### config.mk
export PLATFORM = sky130hd
export DESIGN_NAME = addsub_accum_unit
export DESIGN_NICKNAME = d
export VERILOG_FILES = /design/src/rtl/addsub_pkg.sv /design/src/rtl/nbit_addsub_core.sv /design/src/rtl/addsub_accum_unit.sv
export SDC_FILE = /design/constraint.sdc
export NUM_CORES = 1
export LEC_CHECK = 0
export BUFFER_PORTS_ARGS = -buffer_cell sky130_fd_sc_hd__buf_2
export CAP_MARGIN = 20
export CORE_MARGIN = 2
export CORE_UTILIZATION = 56
export CTS_CLUSTER_DIAMETER = 50
export CTS_CLUSTER_SIZE = 30
export DETAILED_ROUTE_END_ITERATION = 10
export PLACE_DENSITY_LB_ADDON = 0.3
export REMOVE_ABC_BUFFERS = 1
export SLEW_MARGIN = 20
export SYNTH_ARGS = -nofsm -noshare
export SYNTH_HDL_FRONTEND = slang
export SYNTH_HIERARCHICAL = 1
export SYNTH_SLANG_ARGS = --single-unit
### constraint.sdc
create_clock -name clk -period 13.5 [get_ports clk]
set_input_delay 2.7 -clock clk [delete_from_list [all_inputs] [get_ports clk]]
set_output_delay 2.7 -clock clk [all_outputs]
set_load 0.005 [all_outputs]
### src/rtl/addsub_pkg.sv
// Shared op-code and saturation-mode encodings for the add/subtract accumulator unit.
package addsub_pkg;

    typedef enum logic [2:0] {
        OP_ADD     = 3'd0,
        OP_SUB     = 3'd1,
        OP_ACC_ADD = 3'd2,
        OP_ACC_SUB = 3'd3,
        OP_LOAD    = 3'd4
    } op_e;

    localparam int unsigned SAT_WRAP     = 0;
    localparam int unsigned SAT_UNSIGNED = 1;
    localparam int unsigned SAT_SIGNED   = 2;

endpackage

### src/rtl/nbit_addsub_core.sv
// Combinational WIDTH-bit ripple-carry adder/subtractor (subtract = x + ~y + 1).
module nbit_addsub_core #(
    parameter int unsigned WIDTH = 8
) (
    input  logic [WIDTH-1:0] x,
    input  logic [WIDTH-1:0] y,
    input  logic             sub,
    output logic [WIDTH-1:0] sum,
    output logic             cout,
    output logic             ovf
);

    logic [WIDTH-1:0] w_y;
    logic [WIDTH:0]   w_c;

    always_comb begin
        w_y    = y ^ {WIDTH{sub}};
        w_c    = '0;
        sum    = '0;
        w_c[0] = sub;
        for (int unsigned i = 0; i < WIDTH; i++) begin
            sum[i]   = x[i] ^ w_y[i] ^ w_c[i];
            w_c[i+1] = (x[i] & w_y[i]) | (w_c[i] & (x[i] ^ w_y[i]));
        end
    end

    assign cout = w_c[WIDTH];
    // Signed overflow: carry into the MSB differs from carry out of it.
    assign ovf  = w_c[WIDTH] ^ w_c[WIDTH-1];

endmodule

### src/rtl/addsub_accum_unit.sv
// Registered add/subtract unit with accumulator, optional saturation, status flags
// and valid/ready handshakes; one result per accepted op, one cycle after accept.
module addsub_accum_unit
    import addsub_pkg::*;
#(
    parameter int unsigned      WIDTH     = 8,
    parameter int unsigned      SAT_MODE  = 0,
    parameter logic [WIDTH-1:0] ACC_RESET = '0
) (
    input  logic             clk,
    input  logic             rst,
    input  logic             enable,
    input  logic             in_valid,
    output logic             in_ready,
    input  logic [2:0]       op,
    input  logic [WIDTH-1:0] a,
    input  logic [WIDTH-1:0] b,
    output logic             out_valid,
    input  logic             out_ready,
    output logic [WIDTH-1:0] s,
    output logic             cout,
    output logic             ovf,
    output logic             sat,
    output logic             zero,
    output logic [WIDTH-1:0] acc
);

    logic [WIDTH-1:0] r_s;
    logic             r_valid;
    logic             r_cout;
    logic             r_ovf;
    logic             r_sat;
    logic             r_zero;
    logic [WIDTH-1:0] r_acc;

    op_e              w_op;
    logic [WIDTH-1:0] w_x;
    logic [WIDTH-1:0] w_y;
    logic             w_sub;
    logic [WIDTH-1:0] w_raw;
    logic             w_cout;
    logic             w_ovf;
    logic [WIDTH-1:0] w_clamped;
    logic             w_clamp_hit;
    logic [WIDTH-1:0] w_res;
    logic             w_res_cout;
    logic             w_res_ovf;
    logic             w_res_sat;
    logic             w_res_zero;
    logic             w_acc_wr;
    logic             w_accept;

    assign w_op = op_e'(op);

    always_comb begin
        w_x   = a;
        w_y   = b;
        w_sub = 1'b0;
        case (w_op)
            OP_SUB:     w_sub = 1'b1;
            OP_ACC_ADD: begin w_x = r_acc; w_y = a; end
            OP_ACC_SUB: begin w_x = r_acc; w_y = a; w_sub = 1'b1; end
            default:    ;
        endcase
    end

    nbit_addsub_core #(.WIDTH(WIDTH)) u_core (
        .x    (w_x),
        .y    (w_y),
        .sub  (w_sub),
        .sum  (w_raw),
        .cout (w_cout),
        .ovf  (w_ovf)
    );

    always_comb begin
        w_clamped   = w_raw;
        w_clamp_hit = 1'b0;
        if (SAT_MODE == SAT_UNSIGNED) begin
            if (!w_sub && w_cout) begin
                w_clamped   = '1;
                w_clamp_hit = 1'b1;
            end else if (w_sub && !w_cout) begin
                w_clamped   = '0;
                w_clamp_hit = 1'b1;
            end
        end else if (SAT_MODE == SAT_SIGNED && w_ovf) begin
            // Clamp toward the sign of the first operand.
            w_clamped   = w_x[WIDTH-1] ? {1'b1, {(WIDTH-1){1'b0}}} : {1'b0, {(WIDTH-1){1'b1}}};
            w_clamp_hit = 1'b1;
        end
    end

    always_comb begin
        w_res      = r_acc;
        w_res_cout = 1'b0;
        w_res_ovf  = 1'b0;
        w_res_sat  = 1'b0;
        w_res_zero = 1'b0;
        w_acc_wr   = 1'b0;
        case (w_op)
            OP_ADD, OP_SUB, OP_ACC_ADD, OP_ACC_SUB: begin
                w_res      = w_clamped;
                w_res_cout = w_cout;
                w_res_ovf  = w_ovf;
                w_res_sat  = w_clamp_hit;
                w_res_zero = (w_clamped == '0);
                w_acc_wr   = (w_op == OP_ACC_ADD) || (w_op == OP_ACC_SUB);
            end
            OP_LOAD: begin
                w_res      = a;
                w_res_zero = (a == '0);
                w_acc_wr   = 1'b1;
            end
            default: ;
        endcase
    end

    assign in_ready = !rst && enable && (!r_valid || out_ready);
    assign w_accept = in_valid && in_ready;

    always_ff @(posedge clk) begin
        if (rst) begin
            r_valid <= 1'b0;
            r_s     <= '0;
            r_cout  <= 1'b0;
            r_ovf   <= 1'b0;
            r_sat   <= 1'b0;
            r_zero  <= 1'b0;
            r_acc   <= ACC_RESET;
        end else if (w_accept) begin
            r_valid <= 1'b1;
            r_s     <= w_res;
            r_cout  <= w_res_cout;
            r_ovf   <= w_res_ovf;
            r_sat   <= w_res_sat;
            r_zero  <= w_res_zero;
            if (w_acc_wr) begin
                r_acc <= w_res;
            end
        end else if (r_valid && out_ready) begin
            r_valid <= 1'b0;
        end
    end

    assign out_valid = r_valid;
    assign s         = r_valid ? r_s : '0;
    assign cout      = r_cout;
    assign ovf       = r_ovf;
    assign sat       = r_sat;
    assign zero      = r_zero;
    assign acc       = r_acc;

endmodule

==> metrics.log <==
[metrics] run status: completed
[metrics] Clock Latency Late Sink: 0.30 ns
[metrics] initial drt markers: 61
[metrics] Main synth FF type: sky130_fd_sc_hd__dfxtp_1
[metrics] #FFs+latches synth: 20
[metrics] CTS resizes: 0
[metrics] area added between synthesis and finish: 12.68%
[metrics] total negative setup slack: 0 ns
[metrics] Hold Crit Start: ovf
[metrics] average size of a mapped cell: 7.628 um2
[metrics] number of buffers added to fix hold violations after cts: 0
[metrics] largest vdd supply drop: 0.00005075 V
[metrics] Max stage delay on crit path: 0.73 ns
[metrics] cell area after layout: 0.001779 mm2
[metrics] fmax: 134.9 MHz
[metrics] critical path fanouts, max: 25
[metrics] critical path startpoint category: input pin
[metrics] standard cell with the maximum stage delay on the critical path: sky130_fd_sc_hd__and2b_1
[metrics] area of the placeable core: 0.002710 mm2
[metrics] master cell of the clock root buffer: sky130_fd_sc_hd__clkbuf_4
[metrics] maximum clock insertion buffer count: 2
[metrics] CTS HTree Levels: 1
[metrics] unrepaired setup endpoints after global routing: false
[metrics] min cycle time layout: 7.414 ns
[metrics] most common library cell in the layout ignoring fill and taps: sky130_fd_sc_hd__nand2_1
[metrics] TritonCTS clock tree: done
[metrics] share of post-route cells with drive strength above 1: 0.2282
[metrics] largest net degree at the start of global routing: 26
[metrics] max_slew headroom: 0.4450
[metrics] initial cell density of the core: 0.5826
[metrics] number of port buffers: 44
[metrics] leakage power: 0.0008301 uW
[metrics] antenna diode instance count: 0
[metrics] utilization after layout: 0.6565
[metrics] hold slack final: 0.4555 ns
[metrics] die outline area: 0.003260 mm2
[metrics] hold path depth: 2
[metrics] Hold Crit Class: flop to flop
[metrics] number of iterations in the first detailed-routing pass: 4
[metrics] total setup violations reported at the end of the flow: 0
[metrics] cell accounting for the most synthesized area: sky130_fd_sc_hd__dfxtp_1
[metrics] Remaining DRCs: 0
[metrics] total overflow reported by the global router: 0
[metrics] total global routing track utilization: 0.2251
[metrics] share of synthesized flip-flops with an asynchronous set or reset: 0
[metrics] depth of the most critical reg-to-reg path: 15
[metrics] slack of the critical path: 6.086 ns
[metrics] number of failing hold endpoints at the final stage: 0
[metrics] Yosys Warn Count: 6
[metrics] overall die width: 57.10 um
[metrics] CTS sink count: 20
[metrics] antenna violations before repair: 0
[metrics] number of global-route vias before repair: 1250
[metrics] total power density per cell area: 80.23 mW/mm2
[metrics] Max Transition Viols Final: 0
[metrics] vertical extent of the die: 57.10 um
[metrics] biggest area contributors in the synthesized netlist: sky130_fd_sc_hd__dfxtp_1 25%, sky130_fd_sc_hd__nand2_1 16%, sky130_fd_sc_hd__fa_1 8.9%
[metrics] data arrival time of the critical path: 7.63 ns
[metrics] leading cell types in the layout, fill and taps excluded: 66 x sky130_fd_sc_hd__nand2_1, 44 x sky130_fd_sc_hd__buf_2, 20 x sky130_fd_sc_hd__dfxtp_1
[metrics] sequential-to-total area share from yosys stat: 0.2536
[metrics] number of distinct library cells after synthesis: 39
[metrics] global-route wire length before repair: 5.733 mm
[metrics] post-DP HPWL: 2.618 mm
[metrics] setup slack of the worst register-to-register path: 9.11 ns
[metrics] Post-Syn Area: 0.001579 mm2
[metrics] io pins: 46
[metrics] count of flip-flops with a built-in enable after synthesis: 0
[metrics] routability congestion estimate from global placement: 0.8823
[metrics] # rows: 19
[metrics] Setup Slack @ Placement: 5.794 ns
[metrics] period utilization: 0.5491
[metrics] worst reg2reg path endpoint: zero
[metrics] DR vias: 1462
[metrics] Worst Setup End Kind: flop
[metrics] TritonCTS Buffers: 3
[metrics] cell repeated most along the worst path: sky130_fd_sc_hd__fa_1
[metrics] clock skew after layout: 0.003292 ns
[metrics] postcts setup bufs: 0
[metrics] post-detailed-route count of antenna-violating nets: 0
[metrics] endpoint with the worst hold slack: ovf
[metrics] WL per Instance: 12.57 um
[metrics] via/cell ratio: 5.375
[metrics] number of nets in the layout: 274
[metrics] Crit path required time: 13.72 ns
[metrics] type of the worst setup path: input pin to flop
[metrics] Final Routed Wirelength: 3.419 mm
[metrics] worst-margin pin slew: 0.8308 ns
[metrics] CP cell instances: buf_2 -> and2b_1 -> nand2_1 -> nand2_1 -> mux2_2 -> fa_1 -> inv_1 -> fa_1 -> fa_1 -> fa_1 -> fa_1 -> fa_1 -> inv_1 -> fa_1 -> nor4_1 -> nand3_1 -> a311oi_1
[metrics] placement-stage cell area: 0.001757 mm2
[metrics] proportion of netlist area held by the largest area contributor: 0.2536
[metrics] max_cap viols: 0
[metrics] cells after synthesis: 207
[metrics] Worst R2R Start: acc[0]
[metrics] Reg clk slew, reported paths: 0.10 ns
-- kinds of logic after synthesis --
| group | after synthesis | share of synthesized area |
|---|---|---|
| adders and majority gates | 7 | 0.08875 |
| AOI/OAI and AO/OA | 39 | 0.1854 |
| muxes | 3 | 0.01981 |
| xor gates and xnor gates | 9 | 0.04992 |
| and+or+nand+nor | 103 | 0.3201 |
| DFF | 20 | 0.2536 |
| other | 1 | 0.002375 |
| buffers and inverters | 25 | 0.08002 |
-- power by group --
group          leakage, uW  switching [uW]  internal, uW
Combinational     0.000654            30.1          21.1
Sequential        0.000163            2.08          61.7
Clock            0.0000138            17.3          10.4
-- flip-flops by register name, indices dropped and copies added (netlist names) --
register	cells
r_s	8
out_valid	1
cout	1
acc	8
ovf	1
zero	1
-- Yosys cell counts (2+ instances only) --
master and instances:
sky130_fd_sc_hd__a211o_1 2, sky130_fd_sc_hd__a21oi_1 12, sky130_fd_sc_hd__a22o_1 2, sky130_fd_sc_hd__a31o_1 6
sky130_fd_sc_hd__and2_1 8, sky130_fd_sc_hd__buf_2 5, sky130_fd_sc_hd__buf_4 3, sky130_fd_sc_hd__buf_6 2
sky130_fd_sc_hd__clkbuf_1 2, sky130_fd_sc_hd__dfxtp_1 20, sky130_fd_sc_hd__fa_1 7, sky130_fd_sc_hd__inv_1 12
sky130_fd_sc_hd__mux2i_1 2, sky130_fd_sc_hd__nand2_1 66, sky130_fd_sc_hd__nand3_1 2, sky130_fd_sc_hd__nand3b_1 2
sky130_fd_sc_hd__nor2_1 9, sky130_fd_sc_hd__nor2_4 2, sky130_fd_sc_hd__nor4_1 3, sky130_fd_sc_hd__o21ai_0 3
sky130_fd_sc_hd__o2bb2ai_1 12, sky130_fd_sc_hd__xnor2_1 6, sky130_fd_sc_hd__xor2_1 3
-- stage by stage --
step                      total power, uW  cells
final                               142.8    272
after global routing                152.2    272
after CTS                           142.5    272
after detailed placement            115.6    269
after global placement              115.6    269
after floorplan                     100.1    194
-- final cells by class --
type                    instances  area, um2
clock buffers                   3      22.52
fillers                       257      930.9
inverters                      12      45.04
multi-input cells             162       1052
flip-flops and latches         20      400.4
well taps                      31      38.79
repair buffers                 44      220.2
-- routing by layer --
metal | track usage | part of all wire | wire length (um)
met1 | 0.3362 | 0.48 | 1630
met4 | 0.08970 | 0.017 | 59
met5 | 0 | 0 | 0
met2 | 0.3317 | 0.43 | 1468
met3 | 0.02721 | 0.076 | 261
-- critical path, delay by kind of cell --
kind	cells	cell delay, ns
AOI/OAI and AO/OA	1	0.25
and+or+nand+nor	5	1.37
muxes	1	0.18
adders and majority gates	7	2.77
buffers and inverters	3	0.36
-- worst max path at each step --
stage	start	endpoint	slack (ns)
after detailed placement	op[2]	zero	5.79
after floorplan	op[2]	zero	6.40
after global placement	op[2]	zero	5.88
final	op[2]	zero	6.09
after CTS	op[2]	zero	6.09
after global routing	op[2]	zero	5.61
Note: power is estimated with default switching activity, not from simulation.
